==> config.mk <==
export PLATFORM = sky130hd
export DESIGN_NAME = gpio_seq
export DESIGN_NICKNAME = d
export VERILOG_FILES = /design/src/rtl/gpio_seq_pkg.sv /design/src/rtl/gpio_seq_ram.sv /design/src/rtl/gpio_seq.sv
export SDC_FILE = /design/constraint.sdc
export NUM_CORES = 1
export LEC_CHECK = 0
export BUFFER_PORTS_ARGS = -buffer_cell sky130_fd_sc_hd__buf_2
export CELL_PAD_IN_SITES_DETAIL_PLACEMENT = 0
export CELL_PAD_IN_SITES_GLOBAL_PLACEMENT = 2
export CORE_ASPECT_RATIO = 1.25
export CORE_UTILIZATION = 30
export CTS_CLUSTER_DIAMETER = 60
export CTS_CLUSTER_SIZE = 30
export DETAILED_ROUTE_END_ITERATION = 6
export GPL_TIMING_DRIVEN = 0
export PLACE_DENSITY_LB_ADDON = 0.1
export SYNTH_ARGS = -nofsm -noshare
export SYNTH_HDL_FRONTEND = slang
export SYNTH_SLANG_ARGS = --single-unit
==> constraint.sdc <==
create_clock -name CLK -period 8.4 [get_ports CLK]
set_clock_uncertainty 0.1 [all_clocks]
set_input_delay 0.42 -clock CLK [delete_from_list [all_inputs] [get_ports CLK]]
set_output_delay 0.42 -clock CLK [all_outputs]
set_load 0.01 [all_outputs]
==> src/rtl/gpio_seq_pkg.sv <==
// Shared constants and types for the GPIO pattern sequencer.
// Latency: n/a (declarations only).
// Backpressure: n/a.
package gpio_seq_pkg;

  // Register offsets, decoded on ADDR[4:0]
  localparam logic [4:0] GSEQ_CTRL = 5'h00;
  localparam logic [4:0] GSEQ_STAT = 5'h04;
  localparam logic [4:0] GSEQ_LEN  = 5'h08;
  localparam logic [4:0] GSEQ_IDX  = 5'h0C;
  localparam logic [4:0] GSEQ_DATA = 5'h10;
  localparam logic [4:0] GSEQ_CUR  = 5'h14;

  // CTRL bit positions
  localparam int CTRL_START  = 0;
  localparam int CTRL_STOP   = 1;
  localparam int CTRL_LOOP   = 2;
  localparam int CTRL_IRQ_EN = 3;

  // STAT bit positions
  localparam int STAT_BUSY    = 0;
  localparam int STAT_DONE    = 1;
  localparam int STAT_IDX_LSB = 8;

  // Table entry layout
  localparam int ENTRY_VAL_LSB = 0;
  localparam int ENTRY_DLY_LSB = 16;
  localparam int ENTRY_DLY_W   = 16;

  // Output data register of the GPIO block this sequencer drives
  localparam logic [31:0] GPIO_GPO = 32'h0000_0004;

  typedef enum logic [1:0] {
    IDLE,
    WRITE,
    WAIT,
    NEXT
  } seq_state_t;

endpackage

==> src/rtl/gpio_seq_ram.sv <==
// Pattern table: single write port, asynchronous read port.
// Latency: write lands on the next edge; read is combinational.
// Backpressure: none.
module gpio_seq_ram #(
  parameter int DEPTH  = 16,
  parameter int DATA_W = 32
) (
  input  logic                     clk,
  input  logic                     we,
  input  logic [$clog2(DEPTH)-1:0] waddr,
  input  logic [DATA_W-1:0]        wdata,
  input  logic [$clog2(DEPTH)-1:0] raddr,
  output logic [DATA_W-1:0]        rdata
);

  logic [DATA_W-1:0] mem [DEPTH];

  // Table write; contents intentionally carry no reset.
  always_ff @(posedge clk) begin
    if (we) mem[waddr] <= wdata;
  end

  assign rdata = mem[raddr];

endmodule

==> src/rtl/gpio_seq.sv <==
// GPIO pattern sequencer: plays {value, delay} table entries onto a GPIO output register.
// Latency: start write in cycle N gives first M_WE in N+1; pulses spaced delay+2 cycles.
// Backpressure: none; slave accepts every access, master writes are fire-and-forget.
module gpio_seq
  import gpio_seq_pkg::*;
#(
  parameter int          ADDR_W   = 32,
  parameter int          DATA_W   = 32,
  parameter int          GPIO_W   = 8,
  parameter int          DEPTH    = 16,
  parameter logic [31:0] TGT_ADDR = GPIO_GPO
) (
  input  logic              CLK,
  input  logic              RST,
  input  logic [ADDR_W-1:0] ADDR,
  input  logic              WE,
  input  logic [DATA_W-1:0] WD,
  output logic [DATA_W-1:0] RD,
  output logic              IRQ,
  output logic [ADDR_W-1:0] M_ADDR,
  output logic              M_WE,
  output logic [DATA_W-1:0] M_WD
);

  localparam int IW = $clog2(DEPTH);
  localparam int LW = IW + 1;

  seq_state_t        state_q, state_d;
  logic [IW-1:0]     index_q, index_d;
  logic [IW-1:0]     idx_q;
  logic [LW-1:0]     len_q, len_clamp;
  logic [15:0]       cnt_q, cnt_d;
  logic              loop_q, irq_en_q, irq_en_d, done_q, done_d, done_set, irq_q;
  logic [DATA_W-1:0] entry;
  logic [15:0]       dly;
  logic [4:0]        reg_sel;
  logic              wr_ctrl, wr_stat, wr_len, wr_idx, wr_data;
  logic              start, stop, busy, last, tbl_we;
  logic              unused_addr;

  assign reg_sel = ADDR[4:0];
  assign wr_ctrl = WE && (reg_sel == GSEQ_CTRL);
  assign wr_stat = WE && (reg_sel == GSEQ_STAT);
  assign wr_len  = WE && (reg_sel == GSEQ_LEN);
  assign wr_idx  = WE && (reg_sel == GSEQ_IDX);
  assign wr_data = WE && (reg_sel == GSEQ_DATA);
  assign start   = wr_ctrl && WD[CTRL_START];
  assign stop    = wr_ctrl && WD[CTRL_STOP];
  assign busy    = (state_q != IDLE);
  assign tbl_we  = RST && wr_data && !busy;
  assign unused_addr = ^ADDR[ADDR_W-1:5];

  assign len_clamp = (WD > DATA_W'(DEPTH)) ? LW'(DEPTH) : WD[LW-1:0];
  assign dly       = entry[ENTRY_DLY_LSB +: ENTRY_DLY_W];
  assign last      = ({1'b0, index_q} == (len_q - LW'(1)));
  assign irq_en_d  = wr_ctrl ? WD[CTRL_IRQ_EN] : irq_en_q;
  // Completion set beats a simultaneous write-1-to-clear.
  assign done_d    = done_set ? 1'b1 : ((wr_stat && WD[STAT_DONE]) ? 1'b0 : done_q);

  // The playing index also addresses the table, so CUR reads and WRITE share one port.
  gpio_seq_ram #(
    .DEPTH  (DEPTH),
    .DATA_W (DATA_W)
  ) u_ram (
    .clk   (CLK),
    .we    (tbl_we),
    .waddr (idx_q),
    .wdata (WD),
    .raddr (index_q),
    .rdata (entry)
  );

  // Next-state: walk the table, insert the programmed hold, stop overrides everything.
  always_comb begin
    state_d  = state_q;
    index_d  = index_q;
    cnt_d    = cnt_q;
    done_set = 1'b0;
    case (state_q)
      IDLE: begin
        if (start && (len_q != '0)) begin
          state_d = WRITE;
          index_d = '0;
        end
      end
      WRITE: begin
        cnt_d   = dly;
        state_d = (dly == 16'd0) ? NEXT : WAIT;
      end
      WAIT: begin
        if (cnt_q == 16'd1) state_d = NEXT;
        else                cnt_d   = cnt_q - 16'd1;
      end
      NEXT: begin
        if (last) begin
          if (loop_q) begin
            index_d = '0;
            state_d = WRITE;
          end else begin
            done_set = 1'b1;
            state_d  = IDLE;
          end
        end else begin
          index_d = index_q + IW'(1);
          state_d = WRITE;
        end
      end
      default: state_d = IDLE;
    endcase
    if (stop) begin
      state_d  = IDLE;
      index_d  = index_q;
      done_set = 1'b0;
    end
  end

  // State and control registers; configuration writes are dropped while playing.
  always_ff @(posedge CLK) begin
    if (!RST) begin
      state_q  <= IDLE;
      index_q  <= '0;
      cnt_q    <= '0;
      loop_q   <= 1'b0;
      irq_en_q <= 1'b0;
      done_q   <= 1'b0;
      irq_q    <= 1'b0;
      len_q    <= '0;
      idx_q    <= '0;
    end else begin
      state_q  <= state_d;
      index_q  <= index_d;
      cnt_q    <= cnt_d;
      irq_en_q <= irq_en_d;
      done_q   <= done_d;
      irq_q    <= done_d & irq_en_d;
      if (wr_ctrl) loop_q <= WD[CTRL_LOOP];
      if (wr_len && !busy) len_q <= len_clamp;
      if (wr_idx && !busy)  idx_q <= WD[IW-1:0];
      else if (tbl_we)      idx_q <= idx_q + IW'(1);
    end
  end

  assign IRQ    = irq_q;
  assign M_WE   = (state_q == WRITE);
  assign M_ADDR = M_WE ? ADDR_W'(TGT_ADDR) : '0;
  assign M_WD   = M_WE ? DATA_W'(entry[ENTRY_VAL_LSB +: GPIO_W]) : '0;

  // Slave read mux; CTRL and unmapped offsets read as zero.
  always_comb begin
    RD = '0;
    case (reg_sel)
      GSEQ_STAT: begin
        RD[STAT_BUSY]           = busy;
        RD[STAT_DONE]           = done_q;
        RD[STAT_IDX_LSB +: 8]   = 8'(index_q);
      end
      GSEQ_LEN: RD = DATA_W'(len_q);
      GSEQ_IDX: RD = DATA_W'(idx_q);
      GSEQ_CUR: RD = entry;
      default:  RD = '0;
    endcase
  end

endmodule

### After elaboration in Yosys (flattened, before gate mapping)

Memories as Yosys holds them, arrays and structs flattened. A register that Yosys moved wholly into a read port is not among the register bits.
Index checks and enable logic that the tools add are counted.

* flip-flop bits (word level): 35
* bits in writable memories: 512
* input port bits: 67
* logic and storage cells: 90
* memories kept: 1

Memories
* u_ram.mem: words 16, bits a word 32, rd ports 1, clocked after memory_dff 1, wr ports 1, line gpio_seq_ram.sv:16 `logic [DATA_W-1:0] mem [DEPTH];`

* add/sub/neg operators: 4
* order comparisons: 1
* eq/ne operators: 14
* muxes and demuxes: 32
* bitwise operators: 3
* reductions and logical operators: 26

Operator list (count)
* greater-than comparator 32 x 5 -> 1 bit, second input constant: 1
* two-way mux 16 bit: 2
* one-hot mux 16 bit (2 select lines): 1
* two-way mux 4 bit: 7
* one-hot mux 6 bit (3 select lines): 1
* == test 16 x 1 -> 1 bit, second input constant: 1
* logical NOT 16 bit: 1
* one-hot mux 2 bit (4 select lines): 2
* one-hot mux 8 bit (2 select lines): 1
* subtractor 16 x 1 -> 16 bit, second input constant: 1
* logical AND 1 bit: 13
* two-way mux 1 bit: 11
* == test 5 x 4 -> 1 bit, second input constant: 2
* == test 5 bit, second input constant: 2
* adder 4 x 1 -> 4 bit, second input constant: 2
* two-way mux 8 bit: 1
* one-hot mux 4 bit (2 select lines): 1
* nonzero test 2 bit: 4
* two-way mux 2 bit: 3
* != test 2 bit, second input constant: 3
* == test 4 x 5 -> 1 bit: 1
* == test 5 x 3 -> 1 bit, second input constant: 1
* logical NOT 5 bit: 1
* two-way mux 5 bit: 1
* 13 further kinds: 16

### Longest topological paths before layout

Gate-level depths: netlist of run 1.

* word-level depth: 8
* mapped depth: 9

### Hierarchy

From an unflattened synthesis of run 1, not the netlist that was laid out.

* cell total of the unflattened synthesis: 1204
* area, all modules: 22342.7 µm²

By module, submodules not included
* gpio_seq_ram: instances 1, cells each 806, area an instance 19194.7 µm², sequential area each 15374.7 µm²
* gpio_seq: instances 1, cells each 398, area an instance 3148.0 µm², sequential area each 700.7 µm²

### Worst setup path after synthesis of run 1

Ideal clock, no wire load.

* kind: flip-flop to flip-flop
* start: reg state_q[0]
* end: mem u_ram.mem[3][0] (enable)
* setup time: 461 ps
* arrival time: 3847 ps
* path slack: 3992 ps
* cell stages (with the launch flop): 7
* buffers on the path: 0
* clock period less this slack: 4408 ps
* path through: dfxtp_1 > inv_1 > ha_1 > nand4_1 > nor3b_1 > nand2_1 > nor3_1

* word-level cells in the longest chain between the ends: 5

RTL lines
* from (decl): line gpio_seq.sv:28 `seq_state_t state_q, state_d;`
* from (signal assigned): line gpio_seq.sv:130 `state_q <= state_d;`
* nonzero test 2 bit: line gpio_seq.sv:49 `assign busy = (state_q != IDLE);`
* logical NOT 1 bit: line gpio_seq.sv:50 `assign tbl_we = RST && wr_data && !busy;`
* logical AND 1 bit: line gpio_seq.sv:50
* two-way mux 1 bit: line gpio_seq_ram.sv:20 `if (we) mem[waddr] <= wdata;`
* two-way mux 1 bit (not written as such): line gpio_seq_ram.sv:20
* to (decl): line gpio_seq_ram.sv:16

No other way between the ends.

==> metrics.cfg, run 1 <==
[clock_network]
post_cts.repair.setup_buffers = 0
clock_tree.root_cell = clkbuf_16
clock-sinks = 551
ctsHtreeMaxLevel = 2
cts_max_path_buffers = 3
clock_latency_on_the_worst_skew_pair_ns = 0.61
tritoncts = built
holdBufCountCts = 0
numCtsBuffers = 41
cts_resized = 0
clock_input_transition_at_the_sequential_cells_of_the_worst_setup_and_hold_paths_ns = 0.09

[routing]
drt_drc_violations_left = 0
final_antenna_net_count = 0
detailedRoute.firstPassIterationCount = 5
route.detailed.wl_per_inst_um = 27.35
detail_route.vias_per_cell = 4.933
drt_first_iter_violations = 844
routed_wirelength_um = 65340
vias = 11785

[power]
vdd_drop_max_mv = 0.1151
total_leakage_power_nw = 8.425
cell_internal_pwr_w = 0.004097
switching_power_w = 0.001282
netSwitchingFraction_pct = 23.83
seq_power_share_pct = 55.7
combinationalPowerShare_pct = 2.9
power.density_mw_per_mm2 = 203.8
share_clk_of_total_power_pct = 41.4

[synth]
synthesized_area_divided_by_synthesized_cell_count_sq_um = 18.96
fraction_of_synthesis_flops_using_an_asynchronous_set_or_reset_pin_pct = 0
synthSimpleGateAreaFrac_pct = 4.273
synth_cell_types = 62
synthDominantAreaCellType = edfxtp_1
yosys.area_share.xor_xnor_pct = 0.2349
synth-edff-count = 512
syn-instance-count = 1180
synth.top_cell.area_share_pct = 68.73
post_synth_instance_area_sq_mm = 0.02237
yosys_warnings = 0
ys_ff_latch = 551
synth-compound-area-share_pct = 4.206
dominantRegCellSynth = edfxtp_1
yosysSeqAreaShare_pct = 72.22
yosys-mux-area-fraction_pct = 15.14
dominant_combinational_cell_family_by_area_after_synthesis = multiplexers
leading_cell_types_by_total_area_after_synthesis = edfxtp_1 (69%), mux4_2 (14%), dfxtp_1 (3.5%)
yosys.area_share.adder_pct = 0.6712

[outcome]
outcome = finished clean

[place]
globalplace.congestion = 0.7200
dpl_cell_area_sq_mm = 0.02487
place_inst = 2312
portBuffers = 82
dp.final_hpwl_um = 43490

[setup_path]
cp-end-kind = primary output
cpMostUsedCell = buf_2
cp_cell_sequence = buf_2 > buf_2 > buf_2 > buf_1 > mux4_2 > mux4_2 > nand2_1 > o221ai_1 > buf_2
timing_worst_setup_path_type = reg2out
worst_path_max_delay_cell = buf_1
critical_path.top_delay_family = buffers and inverters
critPathBufInv = 5
arrival_ns = 4.35
timing.critical_path.fanout_max = 10
worstPathRequired_ns = 7.88
crit_path_start_kind = flop
crit_path_max_incr_delay_ns = 0.70

[global_routing]
antenna_violations_before_repair = 9
pin_count_of_the_biggest_net_entering_global_routing = 29
vias_in_the_first_global_route = 12275
gr-usage-all-layers_pct = 17.46
grt-ovfl-total = 0
grt_first_pass_wirelength_um = 92280

[cells_and_area]
nFillCells = 6916
final_core_utilization_pct = 35.87
design_area_final_sq_mm = 0.02640
design.final.nets = 1474
layout-area-overhead-vs-synth_pct = 18.02
final_cell_count_no_fill = 2389
share_of_final_layout_standard_cells_stronger_than_drive_strength_1_pct = 30.20

[sta]
final_slew_violations = 0
totalNegativeSetupSlack_ns = 0
grt_setup_unrepaired = false
setup_violations = 0
finalCriticalPeriod_ns = 4.867
max-slew-margin-rel_pct = 14.87
peak_clock_frequency_supported_by_timing_mhz = 205.5
final.hold.worst_slack_ns = 0.05845
final_hold_viol_count = 0
tightest_pin_transition_ns = 1.277
min_period_over_period_pct = 57.94

[hold_path]
worst_min_delay_path_category = in2reg

[floorplan]
initial_utilization_pct = 30.39
fp.coreArea_sq_mm = 0.07361
placementRows = 111
die_x_um = 246.2
top_level_ports = 165
die_h_um = 307.3
die_area_sq_mm = 0.07567

[run]
maxCapViolations = 0

## registers in the layout (all words and copies together) (netlist names), named ones only
register and count:
state_q 2, cnt_q 16, index_q 4, u_ram.mem 512
irq_en_q 1, IRQ 1, len_q 5, idx_q 4
done_q 1, loop_q 1
## cell families (layout without fill, tap and decap cells)
logic type	after synthesis	after routing
DFF	551	551
and+or+nand+nor	196	196
muxes	152	152
AOI/OAI and AO/OA	133	133
buffers and inverters	129	322
adders and majority gates	12	12
xor gates and xnor gates	6	6
other	1	57
## stage by stage
step	power (W)	setup WS, ns
2_1_floorplan	0.003140	3.992
3_3_place_gp	0.003211	-0.7786
3_5_place_dp	0.003215	4.032
4_1_cts	0.005448	3.346
5_1_grt	0.005550	3.290
6_report	0.005380	3.533
## Yosys cell counts, types with 12 or more instances
| library cell | instances |
|---|---|
| nor3_1 | 18 |
| nor2_1 | 66 |
| ha_1 | 12 |
| dfxtp_1 | 39 |
| mux4_2 | 140 |
| a21oi_1 | 25 |
| nand2_1 | 38 |
| inv_1 | 17 |
| and2_1 | 23 |
| a211oi_1 | 13 |
| clkbuf_1 | 31 |
| buf_2 | 18 |
| buf_4 | 56 |
| a22o_1 | 24 |
| o21ai_0 | 29 |
| edfxtp_1 | 512 |
## metal layers
metal	track usage (%)	part of all wire, %
met1	22.29	42
met2	30.06	51
met3	3.076	4.1
met4	5.171	2.5
met5	0	0.064
## cells in the final DEF (no fill, tap or decap), types with 18 or more instances in the layout
cell       count
a21oi_1       25
a22o_1        24
and2_1        23
buf_2        100
buf_4         58
buf_6         18
clkbuf_1      32
clkbuf_16     43
conb_1        55
dfxtp_1       39
edfxtp_1     512
mux4_2       140
nand2_1       38
nor2_1        54
o21ai_0       29
## path summary, 6_finish.rpt
check                          startpoint                         end  slack (ns)  cells past startpoint
setup / recovery                     flop                       RD[0]        3.53                      9
hold / removal                        RST       cnt_q[8]$_SDFFE_PN0P_        0.06                      2
setup reg to reg  state_q[0]$_SDFFE_PP0P_  u_ram.mem[3][16]$_DFFE_PP_        4.29                      8
hold reg to reg     cnt_q[9]$_SDFFE_PN0P_       cnt_q[9]$_SDFFE_PN0P_        0.39                      2
## power groups by stage
| stage | Clock [W] | Sequential [W] | Combinational [W] |
|---|---|---|---|
| final | 0.00223 | 0.00299 | 0.000156 |
| after global routing | 0.00238 | 0.00300 | 0.000172 |
| after CTS | 0.00230 | 0.00299 | 0.000158 |
| after detailed placement | 0 | 0.00306 | 0.000157 |
| after global placement | 0 | 0.00306 | 0.000153 |
| after floorplan | 0 | 0.00306 | 0.0000825 |
## final cells by class
type	count	area, sq um	share of cell area, %
clock inverters	30	431.7	1.635
multi-input cells	554	5809	22.00
diodes	2	5.005	0.01896
plain buffers	110	653.1	2.474
inverters	19	71.32	0.2701
clock buffers	45	1094	4.142
flip-flops and latches	551	16160	61.19
well taps	960	1201	4.550
repair buffers	118	979.7	3.711
Power figures use the tool's default switching activity.
==> run 2, diff against run 1 <==
==> constraint.sdc (replaced) <==
create_clock -name CLK -period 4.1 [get_ports CLK]
set_clock_uncertainty 0.1 [all_clocks]
set_input_delay 0.205 -clock CLK [delete_from_list [all_inputs] [get_ports CLK]]
set_output_delay 0.205 -clock CLK [all_outputs]
set_load 0.01 [all_outputs]
==> metrics.cfg, run 2 (synthesized netlist as in run 1, its figures left out) <==
[power]
power.density_mw_per_mm2 = 406.1
seq_power_share_pct = 56.0
vdd_drop_max_mv = 0.2883
share_clk_of_total_power_pct = 40.8
cell_internal_pwr_w = 0.008393
totalPowerFinal_w = 0.01096
combinationalPowerShare_pct = 3.2
netSwitchingFraction_pct = 23.39
total_leakage_power_nw = 8.607
switching_power_w = 0.002563

[clock_network]
clock_tree.root_cell = clkbuf_16
clock_input_transition_at_the_sequential_cells_of_the_worst_setup_and_hold_paths_ns = 0.09
ctsHtreeMaxLevel = 2
cts_max_path_buffers = 3
tritoncts = built
clock_latency_on_the_worst_skew_pair_ns = 0.60
numCtsBuffers = 40
clock-sinks = 551

[sta]
tightest_pin_transition_ns = 1.129
max-slew-margin-rel_pct = 24.75
setup_violations = 0
peak_clock_frequency_supported_by_timing_mhz = 256.7
grt_setup_unrepaired = false
finalCriticalPeriod_ns = 3.896
final_hold_viol_count = 0
fin_ws_ns = 0.2039
min_period_over_period_pct = 95.03
final_slew_violations = 0

[routing]
routed_wirelength_um = 65180
drt_drc_violations_left = 0
final_antenna_net_count = 0
route.detailed.wl_per_inst_um = 26.96
detail_route.vias_per_cell = 4.914
drt_first_iter_violations = 774
vias = 11883
detailedRoute.firstPassIterationCount = 5

[setup_path]
r2r_start = state_q[0]$_SDFFE_PP0P_
timing.critical_path.fanout_max = 10
worstPathRequired_ns = 3.80
cp-end-kind = primary output
crit_path_max_incr_delay_ns = 0.53
timing_worst_setup_path_type = reg2out
crit_path_start_kind = flop
worst_path_max_delay_cell = mux4_2
arrival_ns = 3.59
cp_cell_sequence = buf_4 > buf_4 > buf_6 > mux4_2 > mux4_2 > nand2_1 > o21ai_0 > buf_2
critPathBufInv = 4
critical_path.top_delay_family = buffers and inverters

[outcome]
outcome = finished clean

[global_routing]
grt-ovfl-total = 0
grt_first_pass_wirelength_um = 93270
vias_in_the_first_global_route = 12491
globalRouteMet2Util_pct = 31.18
gr_peak_layer = met2
met3_usage_pct = 2.144
gr-usage-all-layers_pct = 17.52
met1_usage_pct = 22.56
antenna_violations_before_repair = 3
pin_count_of_the_biggest_net_entering_global_routing = 28

[cells_and_area]
registers.top_by_ff_count = u_ram.mem
layout.cells.most_common = edfxtp_1
layout-area-overhead-vs-synth_pct = 20.59
most_used_cells_in_the_layout_excluding_fill_and_tap_cells = edfxtp_1 (512), mux4_2 (140), buf_2 (87)
flip_flop_count_of_the_largest_register_after_layout = 512
biggestRegsByFlops = u_ram.mem (512), cnt_q (16), len_q (5)
share_of_final_layout_standard_cells_stronger_than_drive_strength_1_pct = 29.95
nFillCells = 6941
design.final.nets = 1503

[floorplan]
die_x_um = 246.2
initial_utilization_pct = 30.39
die_h_um = 307.3
fp.coreArea_sq_mm = 0.07361
die_area_sq_mm = 0.07567
placementRows = 111
top_level_ports = 165

[place]
portBuffers = 82
globalplace.congestion = 0.7267
dp.final_hpwl_um = 44210
pre_cts_ws_ns = -0.1361

[run]
maxCapViolations = 0

[hold_path]
worst_min_delay_path_category = in2reg
hp-start = ADDR[4]

[run 2: cell count changes in the layout (fill, tap and decap cells not counted), sizes merged]
| cell | change |
|---|---|
| clkinv | +3 |
| bufinv | +1 |
| clkdlybuf4s15 | +1 |
| buf | -6 |
| dlygate4sd3 | +34 |
| inv | -4 |
[run 2: per-layer routing]
layer / vias up / part of all wire, %
met3: 62 / 3.6
met2: 240 / 53
met4: 2 / 1.8
met1: 6358 / 42
li1: 5221 / -
met5: - / 0.021
[run 2: cell type report]
cell class	instances	area, sq um	share of cell area (%)
inverters	19	71.32	0.2644
multi-input cells	554	5846	21.67
clock buffers	44	1059	3.924
well taps	960	1201	4.452
plain buffers	110	724.4	2.685
diodes	2	5.005	0.01855
flip-flops and latches	551	16160	59.89
clock inverters	30	421.7	1.563
repair buffers	148	1494	5.538
[run 2: stage by stage]
step	cells	util [%]	setup TNS [ns]	cell area (sq um)	hold WS [ns]
after floorplan	1234	-	0	22590	0.2039
after global placement	2276	32.88	-1244.42	24200	0.3668
after detailed placement	2308	34.06	-0.3061	25070	0.3770
after CTS	2416	36.62	0	26950	0.1110
after global routing	2417	36.65	0	26970	0.1536
final	2418	36.65	0	26980	0.1401
[run 2: power groups by stage]
stage	Clock [W]	Sequential (W)	Combinational [W]
CTS	0.00459	0.00614	0.000353
global route	0.00476	0.00614	0.000384
global placement	0	0.00626	0.000314
detailed placement	0	0.00626	0.000323
floorplan	0	0.00626	0.000169
finish	0.00447	0.00614	0.000349
[run 2: final timing paths]
path | slack, ns | end | depth (start not counted)
max reg2reg | 0.60 | u_ram.mem[0][16]$_DFFE_PP_ | 9
max | 0.20 | RD[10] | 8
min | 0.14 | done_q$_SDFF_PN0_ | 5
min reg2reg | 0.39 | cnt_q[6]$_SDFFE_PN0P_ | 2
[run 2: worst min-delay path, stage by stage]
cell and delay [ns]:
buf_2 0.13, nor2_1 0.15, nand2_1 0.11, a2bb2oi_1 0.07, a21oi_1 0.11
[run 2: timing repair]
action                                  in CTS  in global routing
hold endpoints to repair                   520                  0
gates resized for setup                     30                  5
buffers inserted                             0                  0
hold buffers                                34                  0
endpoints found under the setup margin      34                211
==> run 3, diff against run 2 <==
--- a/config.mk
+++ b/config.mk
@@ -9,7 +9,7 @@
 export CELL_PAD_IN_SITES_DETAIL_PLACEMENT = 0
 export CELL_PAD_IN_SITES_GLOBAL_PLACEMENT = 2
 export CORE_ASPECT_RATIO = 1.25
-export CORE_UTILIZATION = 30
+export CORE_UTILIZATION = 42
 export CTS_CLUSTER_DIAMETER = 60
 export CTS_CLUSTER_SIZE = 30
 export DETAILED_ROUTE_END_ITERATION = 6
==> metrics.cfg, run 3 (synthesized netlist as in run 1, its figures left out) <==
[setup_path]
crit_path_end = RD[10]
worstPathRequired_ns = 3.80
timing_worst_setup_path_type = reg2out
regToRegSetupSlack_ns = 0.61
arrival_ns = 3.55
cp-end-kind = primary output
crit_path_start_kind = flop
timing.critical_path.fanout_max = 10
crit-reg2reg-capture = state_q[0]$_SDFFE_PP0P_
rr_worst_depth = 9

[global_routing]
antenna_violations_before_repair = 1
met1_usage_pct = 28.72
grt-ovfl-total = 0
pin_count_of_the_biggest_net_entering_global_routing = 31
globalRouteMet2Util_pct = 37.47
grt_first_pass_wirelength_um = 82900
vias_in_the_first_global_route = 11903
met3_usage_pct = 2.560
gr-usage-all-layers_pct = 21.48
gr_peak_layer = met2

[sta]
grt_setup_unrepaired = false
tightest_pin_transition_ns = 1.059
final_hold_viol_count = 0
peak_clock_frequency_supported_by_timing_mhz = 259.2
final_slew_violations = 0
finalCriticalPeriod_ns = 3.858
min_period_over_period_pct = 94.09
setup_violations = 0
max-slew-margin-rel_pct = 29.39

[cells_and_area]
biggestRegsByFlops = u_ram.mem (512), cnt_q (16), len_q (5)
design.final.nets = 1491
final_cell_count_no_fill = 2114
most_used_cells_in_the_layout_excluding_fill_and_tap_cells = edfxtp_1 (512), mux4_2 (140), buf_2 (90)
registers.top_by_ff_count = u_ram.mem
flip_flop_count_of_the_largest_register_after_layout = 512
share_of_final_layout_standard_cells_stronger_than_drive_strength_1_pct = 28.94
layout-area-overhead-vs-synth_pct = 17.31
design_area_final_sq_mm = 0.02624
layout.cells.most_common = edfxtp_1

[floorplan]
initial_utilization_pct = 42.55
die_x_um = 208.4
fp.coreArea_sq_mm = 0.05257
die_area_sq_mm = 0.05419
die_h_um = 260.0
placementRows = 94
top_level_ports = 165

[place]
globalplace.congestion = 0.7732
portBuffers = 82
dp.final_hpwl_um = 37610
dpl_cell_area_sq_mm = 0.02450
place_inst = 2011

[run]
maxCapViolations = 0

[clock_network]
clock_tree.root_cell = clkbuf_16
clock_input_transition_at_the_sequential_cells_of_the_worst_setup_and_hold_paths_ns = 0.07
numCtsBuffers = 37
ctsHtreeMaxLevel = 2
tritoncts = built
cts_max_path_buffers = 3
clock_latency_on_the_worst_skew_pair_ns = 0.61
post_cts.repair.setup_buffers = 0
clock-sinks = 551

[power]
vdd_drop_max_mv = 0.2970
power.density_mw_per_mm2 = 402.6
total_leakage_power_nw = 8.433

[routing]
final_antenna_net_count = 0
drt_drc_violations_left = 0
detailedRoute.firstPassIterationCount = 6
routed_wirelength_um = 57220
vias = 11685
detail_route.vias_per_cell = 5.527
drt_first_iter_violations = 937
route.detailed.wl_per_inst_um = 27.07

[outcome]
outcome = finished clean

[hold_path]
worst_min_delay_path_category = in2reg

-- run 3: cell count changes in the layout (fill, tap and decap cells not counted), moves of 3 or more --
cell	delta
inv_6	-3
clkbuf_4	+8
buf_6	-3
clkbuf_1	+3
clkinv_8	+3
buf_4	-9
buf_16	-6
buf_2	+3
clkbuf_16	-5
-- run 3: power breakdown --
group | internal, W | switching [W] | total, W
combinational | 0.000134 | 0.000209 | 0.000343
sequential | 0.00613 | 0.00000465 | 0.00614
clock | 0.00185 | 0.00223 | 0.00409
-- run 3: repair_timing --
item                                   CTS  global route
gates resized for setup                 14            10
hold buffers                            34             0
setup endpoints to repair               19            32
endpoints found under the hold margin  517             0
-- run 3: area by class of cell --
| class | instances | area (sq um) |
|---|---|---|
| multi-input combinational | 554 | 5846 |
| buffer | 110 | 703.2 |
| inverter | 19 | 71.32 |
| antenna | 1 | 2.502 |
| tap | 672 | 840.8 |
| clock buffer | 40 | 937.1 |
| fill | 4382 | 26330 |
| timing repair buffer | 139 | 1291 |
| clock inverter | 28 | 394.1 |
| sequential | 551 | 16160 |
-- run 3: critical path: stages, from the launching register on --
cell	delay, ns
dfxtp_1	0.34
clkbuf_1	0.57
clkbuf_1	0.64
mux4_2	0.43
mux4_2	0.55
nand2_1	0.13
o21ai_0	0.15
buf_2	0.17
-- run 3: metrics by stage --
stage / utilization [%] / setup WS [ns] / power (W) / hold WS [ns] / TNS, ns
6_report: 49.91 / 0.2424 / 0.01056 / 0.1724 / 0
5_1_grt: 49.91 / 0.06087 / 0.01087 / 0.2098 / 0
4_1_cts: 49.85 / 0.001264 / 0.01067 / 0.1371 / 0
3_5_place_dp: 46.60 / 0.06053 / 0.006578 / 0.3697 / 0
3_3_place_gp: 45.35 / -2.265 / 0.006570 / 0.3700 / -966.65
2_1_floorplan: - / 0.5444 / 0.006434 / 0.2039 / 0
-- run 3: metal layers --
| metal | up-vias | share of wire (%) |
|---|---|---|
| met4 | 0 | 2.0 |
| met1 | 6161 | 43 |
| met3 | 67 | 3.7 |
| met5 | - | 0 |
| met2 | 263 | 52 |
| li1 | 5194 | - |
-- run 3: worst min-delay path by stage --
| stage | from | cells after the start | slack [ns] | endpoint |
|---|---|---|---|---|
| 5_1_grt | ADDR[4] | 5 | 0.21 | idx_q[3]$_SDFFE_PN0P_ |
| 6_report | ADDR[4] | 5 | 0.17 | done_q$_SDFF_PN0_ |
| 3_5_place_dp | cnt_q[11]$_SDFFE_PN0P_ | 2 | 0.37 | cnt_q[11]$_SDFFE_PN0P_ |
| 4_1_cts | ADDR[4] | 5 | 0.14 | done_q$_SDFF_PN0_ |
| 3_3_place_gp | cnt_q[9]$_SDFFE_PN0P_ | 2 | 0.37 | cnt_q[9]$_SDFFE_PN0P_ |
| 2_1_floorplan | WD[0] | 0 | 0.20 | u_ram.mem[0][0]$_DFFE_PP_ |
